File: src/rtl/pipe_pkg.sv
// Shared types for the pipeline sequencer: FSM state encoding, per-stage control bundle, NOP word.
// Pure declarations; no logic, no latency, no flow control.
package pipe_pkg;

    typedef enum logic [2:0] {
        RUN    = 3'd0,
        BRWAIT = 3'd1,
        IMISS  = 3'd2,
        DMISS  = 3'd3,
        HALT   = 3'd4,
        DONE   = 3'd5
    } state_e;

    // Encoding the IF/ID and ID/EX consumers load on fd_flush / dx_bubble (addi x0,x0,0).
    localparam logic [31:0] NOP_INSTR = 32'h0000_0013;

    typedef struct packed {
        logic pc_en;
        logic fd_en;
        logic fd_flush;
        logic dx_en;
        logic dx_bubble;
        logic xm_en;
        logic mw_en;
    } ctrl_t;

    function automatic ctrl_t ctrl_all(input logic en);
        ctrl_t c;
        c.pc_en     = en;
        c.fd_en     = en;
        c.fd_flush  = 1'b0;
        c.dx_en     = en;
        c.dx_bubble = 1'b0;
        c.xm_en     = en;
        c.mw_en     = en;
        return c;
    endfunction

    // Front end held, a bubble enters EX, back end keeps draining.
    function automatic ctrl_t ctrl_stall();
        ctrl_t c;
        c           = ctrl_all(1'b1);
        c.pc_en     = 1'b0;
        c.fd_en     = 1'b0;
        c.dx_bubble = 1'b1;
        return c;
    endfunction

endpackage

File: src/rtl/sat_counter.sv
// Saturating up-counter used for the stall-cycle performance count.
// Counts on the edge after i_inc; no backpressure, holds at all-ones.
module sat_counter #(
    parameter int W = 16
) (
    input  logic         clk,
    input  logic         rst_n,
    input  logic         i_inc,
    output logic [W-1:0] o_cnt
);

    logic [W-1:0] r_cnt;

    always_ff @(posedge clk or negedge rst_n) begin
        if (!rst_n) begin
            r_cnt <= '0;
        end else if (i_inc && (r_cnt != {W{1'b1}})) begin
            r_cnt <= r_cnt + W'(1);
        end
    end

    assign o_cnt = r_cnt;

endmodule

File: src/rtl/pipe_stall_ctrl.sv
// Pipeline sequencer: turns hazard/miss/halt events into per-stage enables, flushes and bubbles.
// Enables are combinational from inputs and state; multi-cycle stalls are sequenced by the FSM.
module pipe_stall_ctrl
    import pipe_pkg::*;
#(
    parameter int BR_STALLS = 2,
    parameter int DRAIN_CYC = 4,
    parameter int CNT_W     = 16
) (
    input  logic             clk,
    input  logic             rst_n,
    input  logic             ld_use,
    input  logic             br_dep,
    input  logic             br_taken,
    input  logic             hlt_id,
    input  logic             imiss,
    input  logic             iready,
    input  logic             dmiss,
    input  logic             dready,
    output logic             pc_en,
    output logic             fd_en,
    output logic             fd_flush,
    output logic             dx_en,
    output logic             dx_bubble,
    output logic             xm_en,
    output logic             mw_en,
    output logic             halted,
    output logic [CNT_W-1:0] stall_cnt
);

    localparam int DRAIN_W = (DRAIN_CYC > 1) ? $clog2(DRAIN_CYC) : 1;

    state_e               r_state;
    state_e               r_ret_state;
    logic [1:0]           r_br_cnt;
    logic [DRAIN_W-1:0]   r_drain_cnt;
    logic                 r_iready_seen;

    state_e               w_nxt_state;
    state_e               w_nxt_ret;
    logic [1:0]           w_nxt_br_cnt;
    logic [DRAIN_W-1:0]   w_nxt_drain;
    logic                 w_nxt_iready_seen;
    ctrl_t                w_ctrl;
    logic                 w_stall_inc;

    always_ff @(posedge clk or negedge rst_n) begin
        if (!rst_n) begin
            r_state       <= RUN;
            r_ret_state   <= RUN;
            r_br_cnt      <= '0;
            r_drain_cnt   <= '0;
            r_iready_seen <= 1'b0;
        end else begin
            r_state       <= w_nxt_state;
            r_ret_state   <= w_nxt_ret;
            r_br_cnt      <= w_nxt_br_cnt;
            r_drain_cnt   <= w_nxt_drain;
            r_iready_seen <= w_nxt_iready_seen;
        end
    end

    always_comb begin
        w_ctrl            = ctrl_all(1'b1);
        w_nxt_state       = r_state;
        w_nxt_ret         = r_ret_state;
        w_nxt_br_cnt      = r_br_cnt;
        w_nxt_drain       = r_drain_cnt;
        w_nxt_iready_seen = r_iready_seen;

        unique case (r_state)
            RUN: begin
                if (dmiss) begin
                    w_ctrl            = ctrl_all(1'b0);
                    w_nxt_state       = DMISS;
                    w_nxt_ret         = RUN;
                    w_nxt_iready_seen = 1'b0;
                end else if (ld_use) begin
                    w_ctrl = ctrl_stall();
                end else if (br_dep) begin
                    // The br_dep cycle itself is the first of the BR_STALLS stall cycles.
                    w_ctrl       = ctrl_stall();
                    w_nxt_br_cnt = 2'(BR_STALLS - 1);
                    if (BR_STALLS > 1) begin
                        w_nxt_state = BRWAIT;
                    end
                end else if (hlt_id) begin
                    w_ctrl.pc_en    = 1'b0;
                    w_ctrl.fd_flush = 1'b1;
                    w_nxt_drain     = DRAIN_W'(DRAIN_CYC - 1);
                    w_nxt_state     = HALT;
                end else if (br_taken) begin
                    w_ctrl.fd_flush = 1'b1;
                    if (imiss) begin
                        w_nxt_state = IMISS;
                    end
                end else if (imiss) begin
                    w_ctrl      = ctrl_stall();
                    w_nxt_state = IMISS;
                end
            end

            BRWAIT: begin
                if (dmiss) begin
                    w_ctrl      = ctrl_all(1'b0);
                    w_nxt_state = DMISS;
                    w_nxt_ret   = BRWAIT;
                end else begin
                    w_ctrl       = ctrl_stall();
                    w_nxt_br_cnt = r_br_cnt - 2'd1;
                    if (r_br_cnt <= 2'd1) begin
                        w_nxt_state = RUN;
                    end
                end
            end

            IMISS: begin
                if (dmiss) begin
                    w_ctrl            = ctrl_all(1'b0);
                    w_nxt_state       = DMISS;
                    w_nxt_ret         = IMISS;
                    w_nxt_iready_seen = iready;
                end else begin
                    w_ctrl = ctrl_stall();
                    if (iready) begin
                        w_nxt_state = RUN;
                    end
                end
            end

            DMISS: begin
                w_ctrl = ctrl_all(1'b0);
                if (iready && (r_ret_state == IMISS)) begin
                    w_nxt_iready_seen = 1'b1;
                end
                if (dready) begin
                    w_nxt_iready_seen = 1'b0;
                    // A fill that completed under the D-miss retires the I-miss on the way back.
                    if ((r_ret_state == IMISS) && (r_iready_seen || iready)) begin
                        w_nxt_state = RUN;
                    end else begin
                        w_nxt_state = r_ret_state;
                    end
                end
            end

            HALT: begin
                if (dmiss) begin
                    w_ctrl      = ctrl_all(1'b0);
                    w_nxt_state = DMISS;
                    w_nxt_ret   = HALT;
                end else begin
                    w_ctrl = ctrl_stall();
                    if (r_drain_cnt == '0) begin
                        w_nxt_state = DONE;
                    end else begin
                        w_nxt_drain = r_drain_cnt - DRAIN_W'(1);
                    end
                end
            end

            DONE: begin
                w_ctrl = ctrl_all(1'b0);
            end

            default: begin
                w_nxt_state = RUN;
            end
        endcase

        if (!rst_n) begin
            w_ctrl = ctrl_all(1'b1);
        end
    end

    assign w_stall_inc = !w_ctrl.pc_en && (r_state != HALT) && (r_state != DONE);

    sat_counter #(
        .W (CNT_W)
    ) u_stall_cnt (
        .clk   (clk),
        .rst_n (rst_n),
        .i_inc (w_stall_inc),
        .o_cnt (stall_cnt)
    );

    assign pc_en     = w_ctrl.pc_en;
    assign fd_en     = w_ctrl.fd_en;
    assign fd_flush  = w_ctrl.fd_flush;
    assign dx_en     = w_ctrl.dx_en;
    assign dx_bubble = w_ctrl.dx_bubble;
    assign xm_en     = w_ctrl.xm_en;
    assign mw_en     = w_ctrl.mw_en;
    assign halted    = (r_state == DONE);

endmodule

File: config.mk
export PLATFORM = sky130hd
export DESIGN_NAME = pipe_stall_ctrl
export DESIGN_NICKNAME = d
export VERILOG_FILES = /design/src/rtl/pipe_pkg.sv /design/src/rtl/sat_counter.sv /design/src/rtl/pipe_stall_ctrl.sv
export SDC_FILE = /design/constraint.sdc
export NUM_CORES = 1
export LEC_CHECK = 0
export ABC_AREA = 1
export BUFFER_PORTS_ARGS = -buffer_cell sky130_fd_sc_hd__clkbuf_2
export CORE_ASPECT_RATIO = 0.75
export CORE_MARGIN = 8
export CORE_UTILIZATION = 30
export CTS_CLUSTER_DIAMETER = 120
export DETAILED_ROUTE_END_ITERATION = 16
export HOLD_SLACK_MARGIN = 0.15
export PLACE_DENSITY_LB_ADDON = 0.12
export SYNTH_ARGS = -nofsm -noshare
export SYNTH_HDL_FRONTEND = slang
export SYNTH_SLANG_ARGS = --single-unit
export TNS_END_PERCENT = 20
File: constraint.sdc
create_clock -name clk -period 1.69 [get_ports clk]
set_clock_uncertainty 0.15 [all_clocks]
set_input_delay 0.0845 -clock clk [delete_from_list [all_inputs] [get_ports clk]]
set_output_delay 0.0845 -clock clk [all_outputs]
set_load 0.01 [all_outputs]
==> impl_metrics.csv, run 1 <==
group,metric,value,unit
outcome,outcome,"finished with violations",
outcome,violations,"negative setup slack",
die,floorplan.initialDensity,0.304,
timing,period_share,1.06,
timing,post-route-min-period,1790,ps
drt,wl_per_cell,12.2,um
clock_network,cts_tree,"built",
placement,place_inst,451,
synth,synth_fp_nets,334,
timing,slew_headroom,0.727,
critical_path,cp-start-kind,"register",
synth,yosysUniqueCellTypes,24,
global_route,gr-total-overflow,0,
drt,drt-total-wl,5730,um
clock_network,cts_max_path_buffers,2,
global_route,track_usage,0.117,
die,die_h,87.2,um
flow_run,drv_cap,0,
die,dieArea,9670,um2
placement,place.gp.congestion,0.898,
global_route,grt_pass1_vias,1867,
timing,tns,-367,ps
global_route,grt_max_degree,28,
die,rows,26,
placement,port_buffers,33,
die,core,6670,um2
critical_path,worstPathRequired,1460,ps
timing,fin_hold_ws,169,ps
synth,yosysTopAreaCellShare,0.334,
die,fp.dieW,111,um
critical_path,cp-end-kind,"output pin",
drt,drcViolationCount,0,
drt,drtAntennaViolNets,0,
power_and_ir_drop,powerDensity,1220,nW/um2
synth,synth_seq_cells,27,
synth,syn-cell-area,2030,um2
synth,yosysWarnings,0,
critical_path,cp_cell_sequence,"inv_2, nand3_2, nand2_2, o21ai_1, buf_4, a21oi_2, buf_2",
synth,netlist_instances,321,
drt,routedLengthMet1,3050,um
clock_network,ctsHtreeMaxLevel,1,
timing,timing.fmax,558,MHz
critical_path,r2r_cells,8,
timing,rsz0062_at_grt,"true",
power_and_ir_drop,p_leak,1.48,nW
drt,firstDrtPassIters,5,
power_and_ir_drop,irDropWorstVdd,0.488,mV
drt,wl_met3,235,um
drt,highest_layer,"met4",
clock_network,numCtsBuffers,3,
timing,hold_viol_final,0,
timing,timing.final.max_slew_violations,0,
critical_path,slowest_stage,"dfrtp_1",
synth,synth_area_per_cell,6.31,um2
drt,first_iter_violations,149,
placement,hpwlAfterDp,4430,um
critical_path,crit_fanout,4,
drt,vias,2127,
synth,synth_area_leaders,"dfrtp_1 (33%), nand2_1 (24%), nor2_1 (7.2%)",
cells_and_area,layout-drive-gt1-share,0.261,
min_path,whs_path_depth,4,
timing,layout_setup_ws,-102,ps
timing,setup_viol,6,
critical_path,critPathArrivalTime,1560,ps
clock_network,ctsRootBufferMaster,"clkbuf_8",
cells_and_area,stdcell_count,471,
synth,synth_largest_area_cell,"dfrtp_1",
clock_network,clkTransAtPathRegs,110,ps
drt,drt-vias-per-instance,4.52,
cells_and_area,synthToLayoutAreaGrowth,31.9,%
drt,dr_wl_met2,2420,um
global_route,grt_pass1_wl,9380,um
cells_and_area,layout_common_cells,"nand2_1 (122), inv_1 (35), nor2_1 (34)",
clock_network,cts_num_sinks,27,
cells_and_area,layout_commonest_cell,"nand2_1",
global_route,antenna_found_initial,0,
critical_path,r2r_setup_slack,50,ps
clock_network,clk_latency,280,ps
cells_and_area,insertedDiodeCount,0,
die,io_pins,34,
min_path,hold_class,"in -> reg",
cells_and_area,num-nets-final,401,
timing,worst_pin_slew,406,ps
critical_path,path_class,"reg -> out",
critical_path,cpPeakStageDelay,440,ps
synth,ys_seq_area_frac,0.334,
[synth_stat cells (all sizes together)]
cell    count
nand3      27
nand2     134
nor2       43
o21ai      16
a21oi       5
o31ai       1
xor2        5
clkbuf      2
buf         6
xnor2       3
ha          3
inv        41
nand4       5
dfrtp      27
nor3        3
[per-stage QoR]
step	utilization	total power [mW]	setup slack, ps	instance area, um2
3_3_place_gp	0.359	2.56	-21.2	2390
2_1_floorplan	-	2.00	12.9	2030
4_1_cts	0.394	3.23	-79.5	2630
5_1_grt	0.401	3.56	-200	2670
6_report	0.401	3.26	-102	2670
3_5_place_dp	0.359	2.55	-16.3	2390
[logic make-up after synthesis]
family / synth area share
flip-flops: 0.334
AO/OA/AOI/OAI: 0.0556
buffers and inverters: 0.105
adder cells (fa/ha/maj): 0.0185
AND/OR/NAND/NOR: 0.453
XOR/XNOR: 0.0346
[registers in the layout (all words and copies together) (netlist names)]
name	flops
r_br_cnt	2
r_drain_cnt	2
r_iready_seen	1
r_ret_state	3
r_state	3
u_stall_cnt.o_cnt	16
[where the power goes]
group / switching [mW] / total, mW / internal (mW)
Clock: 0.220 / 0.388 / 0.168
Combinational: 1.07 / 1.90 / 0.828
Sequential: 0.153 / 0.978 / 0.825
[final cells by class]
cell class | instances | area [um2]
timing repair buffer | 70 | 489
clock inverter | 1 | 7.51
tap | 84 | 105
clock buffer | 3 | 41.3
fill | 726 | 4000
sequential | 27 | 678
multi-input combinational | 245 | 1190
inverter | 41 | 156
[path summary, 6_finish.rpt]
kind | from | end
min in group asynchronous | rst_n | r_iready_seen
min | dmiss | r_drain_cnt[0]
max in group asynchronous | rst_n | u_stall_cnt.o_cnt[9]
max reg2reg | r_state[0] | u_stall_cnt.o_cnt[10]
max | r_state[2] | dx_bubble
min reg2reg | r_drain_cnt[1] | r_drain_cnt[1]
[repair_timing]
item,CTS,global route
pin swaps,11,3
hold buffers,7,0
endpoints found under the setup margin,22,30
hold endpoints to repair,34,0
gates cloned,0,0
resized for setup,18,13
setup buffers,8,1
[worst max-delay path: cells and delay by family, from the launching register on]
family | cells | cell delay (ps)
AOI/OAI and AO/OA | 2 | 200
DFF | 1 | 440
buffers and inverters | 3 | 430
and+or+nand+nor | 2 | 190
[routing by layer]
metal / vias up / GRT usage
li1: 1123 / -
met1: 962 / 0.170
met3: 4 / 0.0255
met2: 38 / 0.171
met4: 0 / 0.0232
met5: - / 0
No activity file was read; power rests on OpenSTA's default activity.
==> inputs of run 2 (changes only) <==
Settings changed: CTS_BUF_LIST from default to sky130_fd_sc_hd__clkbuf_16.
==> run 2 against run 1 <==
- the flow still finishes with violations (negative setup slack)
- register-to-register slack hardly changed
- sequential power is 2% higher
- final cell count is 0.85% higher
- critical path depth stayed put
- critical endpoint unchanged
==> impl_metrics.csv, run 2 (same netlist as run 1, synthesis figures left out) <==
group,metric,value,unit
global_route,met3_usage,0.0255,
placement,place.gp.congestion,0.898,
global_route,top_usage_layer,"met1",
die,floorplan.initialDensity,0.304,
global_route,grtUsageMet1,0.174,
drt,firstDrtPassIters,4,
cells_and_area,stdcell_count,475,
timing,hold_viol_final,0,
timing,period_share,1.00,
die,io_pins,34,
power_and_ir_drop,clockPowerShare,0.160,
timing,setup_viol,1,
cells_and_area,final_util,0.418,
clock_network,cts_num_sinks,27,
power_and_ir_drop,power_frac_seq,0.281,
clock_network,ctsRootBufferMaster,"clkbuf_16",
flow_run,drv_cap,0,
timing,timing.fmax,591,MHz
timing,slew_headroom,0.725,
cells_and_area,multiInputGateArea,1250,um2
clock_network,clkTransAtPathRegs,70,ps
timing,worst_pin_slew,409,ps
drt,drcViolationCount,0,
critical_path,cpPeakStageDelay,470,ps
clock_network,cts_tree,"built",
critical_path,crit_fanout,6,
cells_and_area,layout_common_cells,"nand2_1 (122), inv_1 (35), buf_4 (31)",
cells_and_area,fillers,709,
cells_and_area,layout-drive-gt1-share,0.286,
cells_and_area,seq_area,679,um2
critical_path,worstPathRequired,1460,ps
power_and_ir_drop,irDropWorstVdd,0.495,mV
placement,placed_area,2390,um2
clock_network,clk_latency,270,ps
die,fp.dieW,111,um
global_route,track_usage,0.119,
cells_and_area,num-nets-final,405,
drt,first_iter_violations,140,
power_and_ir_drop,finalPower,3.55,mW
timing,post-route-min-period,1690,ps
critical_path,cp-end-kind,"output pin",
critical_path,cp-start-kind,"register",
drt,drtAntennaViolNets,0,
die,rows,26,
clock_network,cts_max_path_buffers,2,
critical_path,critPathArrivalTime,1460,ps
critical_path,crit_path_start,"r_state[2]",
die,core,6670,um2
critical_path,cpMostUsedCell,"inv_4",
cells_and_area,insertedDiodeCount,0,
critical_path,r2r_setup_slack,60,ps
min_path,hold_start,"dmiss",
cells_and_area,layout_commonest_cell,"nand2_1",
clock_network,numCtsBuffers,3,
timing,rsz0062_at_grt,"true",
global_route,grt_pass1_vias,1867,
cells_and_area,final_area,2790,um2
global_route,gr-total-overflow,0,
power_and_ir_drop,p_leak,1.52,nW
placement,hpwlAfterDp,4430,um
outcome,violations,"negative setup slack",
critical_path,r2r_start,"r_state[1]",
placement,place_inst,451,
global_route,antenna_found_initial,0,
timing,layout_setup_ws,-1.00,ps
timing,fin_hold_ws,189,ps
global_route,grt_max_degree,28,
global_route,grtUsageMet2,0.174,
power_and_ir_drop,powerDensity,1270,nW/um2
drt,vias,2150,
power_and_ir_drop,switching_power,1.53,mW
critical_path,path_class,"reg -> out",
critical_path,cp_cell_sequence,"inv_4, buf_6, nand3_4, inv_4, nand2_2, a21oi_2, buf_2",
drt,drt-vias-per-instance,4.53,
min_path,hold_class,"in -> reg",
outcome,outcome,"finished with violations",
placement,port_buffers,33,
timing,timing.final.max_slew_violations,0,
power_and_ir_drop,combPwrFrac,0.559,
cells_and_area,largest_register_ffs,16,
cells_and_area,synthToLayoutAreaGrowth,37.7,%
drt,wl_per_cell,12.5,um
clock_network,ctsHtreeMaxLevel,1,
global_route,grt_pass1_wl,9530,um
drt,drt-total-wl,5940,um
die,dieArea,9670,um2
die,die_h,87.2,um
critical_path,slowest_stage,"dfrtp_2",
power_and_ir_drop,internal-power,2.03,mW
power_and_ir_drop,sw_frac_of_total,0.429,
## run 2: cell count changes in the layout (fill, tap and decap cells not counted), sizes merged
cell,before,now
clkbuf,34,33
buf,32,37
## run 2: layout make-up
type,instances,area share
multi-input cells,245,0.449
flip-flops and latches,27,0.244
repair buffers,74,0.183
inverters,41,0.0570
well taps,84,0.0377
clock buffers,3,0.0269
clock inverters,1,0.00269
## run 2: power by group through the flow
| stage | Sequential [mW] | Clock, mW | Combinational [mW] |
|---|---|---|---|
| final | 0.997 | 0.569 | 1.99 |
| after global routing | 1.02 | 0.620 | 2.21 |
| after CTS | 0.985 | 0.592 | 1.84 |
| after detailed placement | 1.00 | 0 | 1.55 |
| after global placement | 1.00 | 0 | 1.56 |
| after floorplan | 0.984 | 0 | 1.02 |
## run 2: metal layers
metal	vias up	part of all wire	wire, um
li1	1133	-	-
met1	975	0.52	3070
met2	36	0.43	2580
met3	6	0.040	238
met4	0	0.0089	53
met5	-	0	0
## run 2: repair_timing
action,in CTS,in global routing
hold buffers,7,0
buffers inserted,10,4
pin swaps,11,10
endpoints found under the setup margin,21,28
gates resized for setup,22,24
endpoints found under the hold margin,33,0
## run 2: final timing paths
path                                  endpoint  depth (start not counted)
max in group asynchronous           r_state[0]                          3
min in group asynchronous        r_iready_seen                          3
worst max register to register      r_state[2]                         10
worst max-delay path                 dx_bubble                          7
worst min register to register  r_drain_cnt[1]                          2
worst min-delay path            r_drain_cnt[0]                          4
## run 2: through the flow
stage	setup TNS (ps)	setup WS, ps
finish	-1.00	-1.00
floorplan	0	12.9
global placement	-253	-21.2
CTS	-65.6	-19.6
global route	-284	-72.2
detailed placement	-75.8	-16.3
## run 2: critical path: cells and delay by family, from the launching register on
kind / cells / cell delay, ps
flops: 1 / 470
simple gates: 2 / 160
compound gates: 1 / 110
buf+inv: 4 / 440
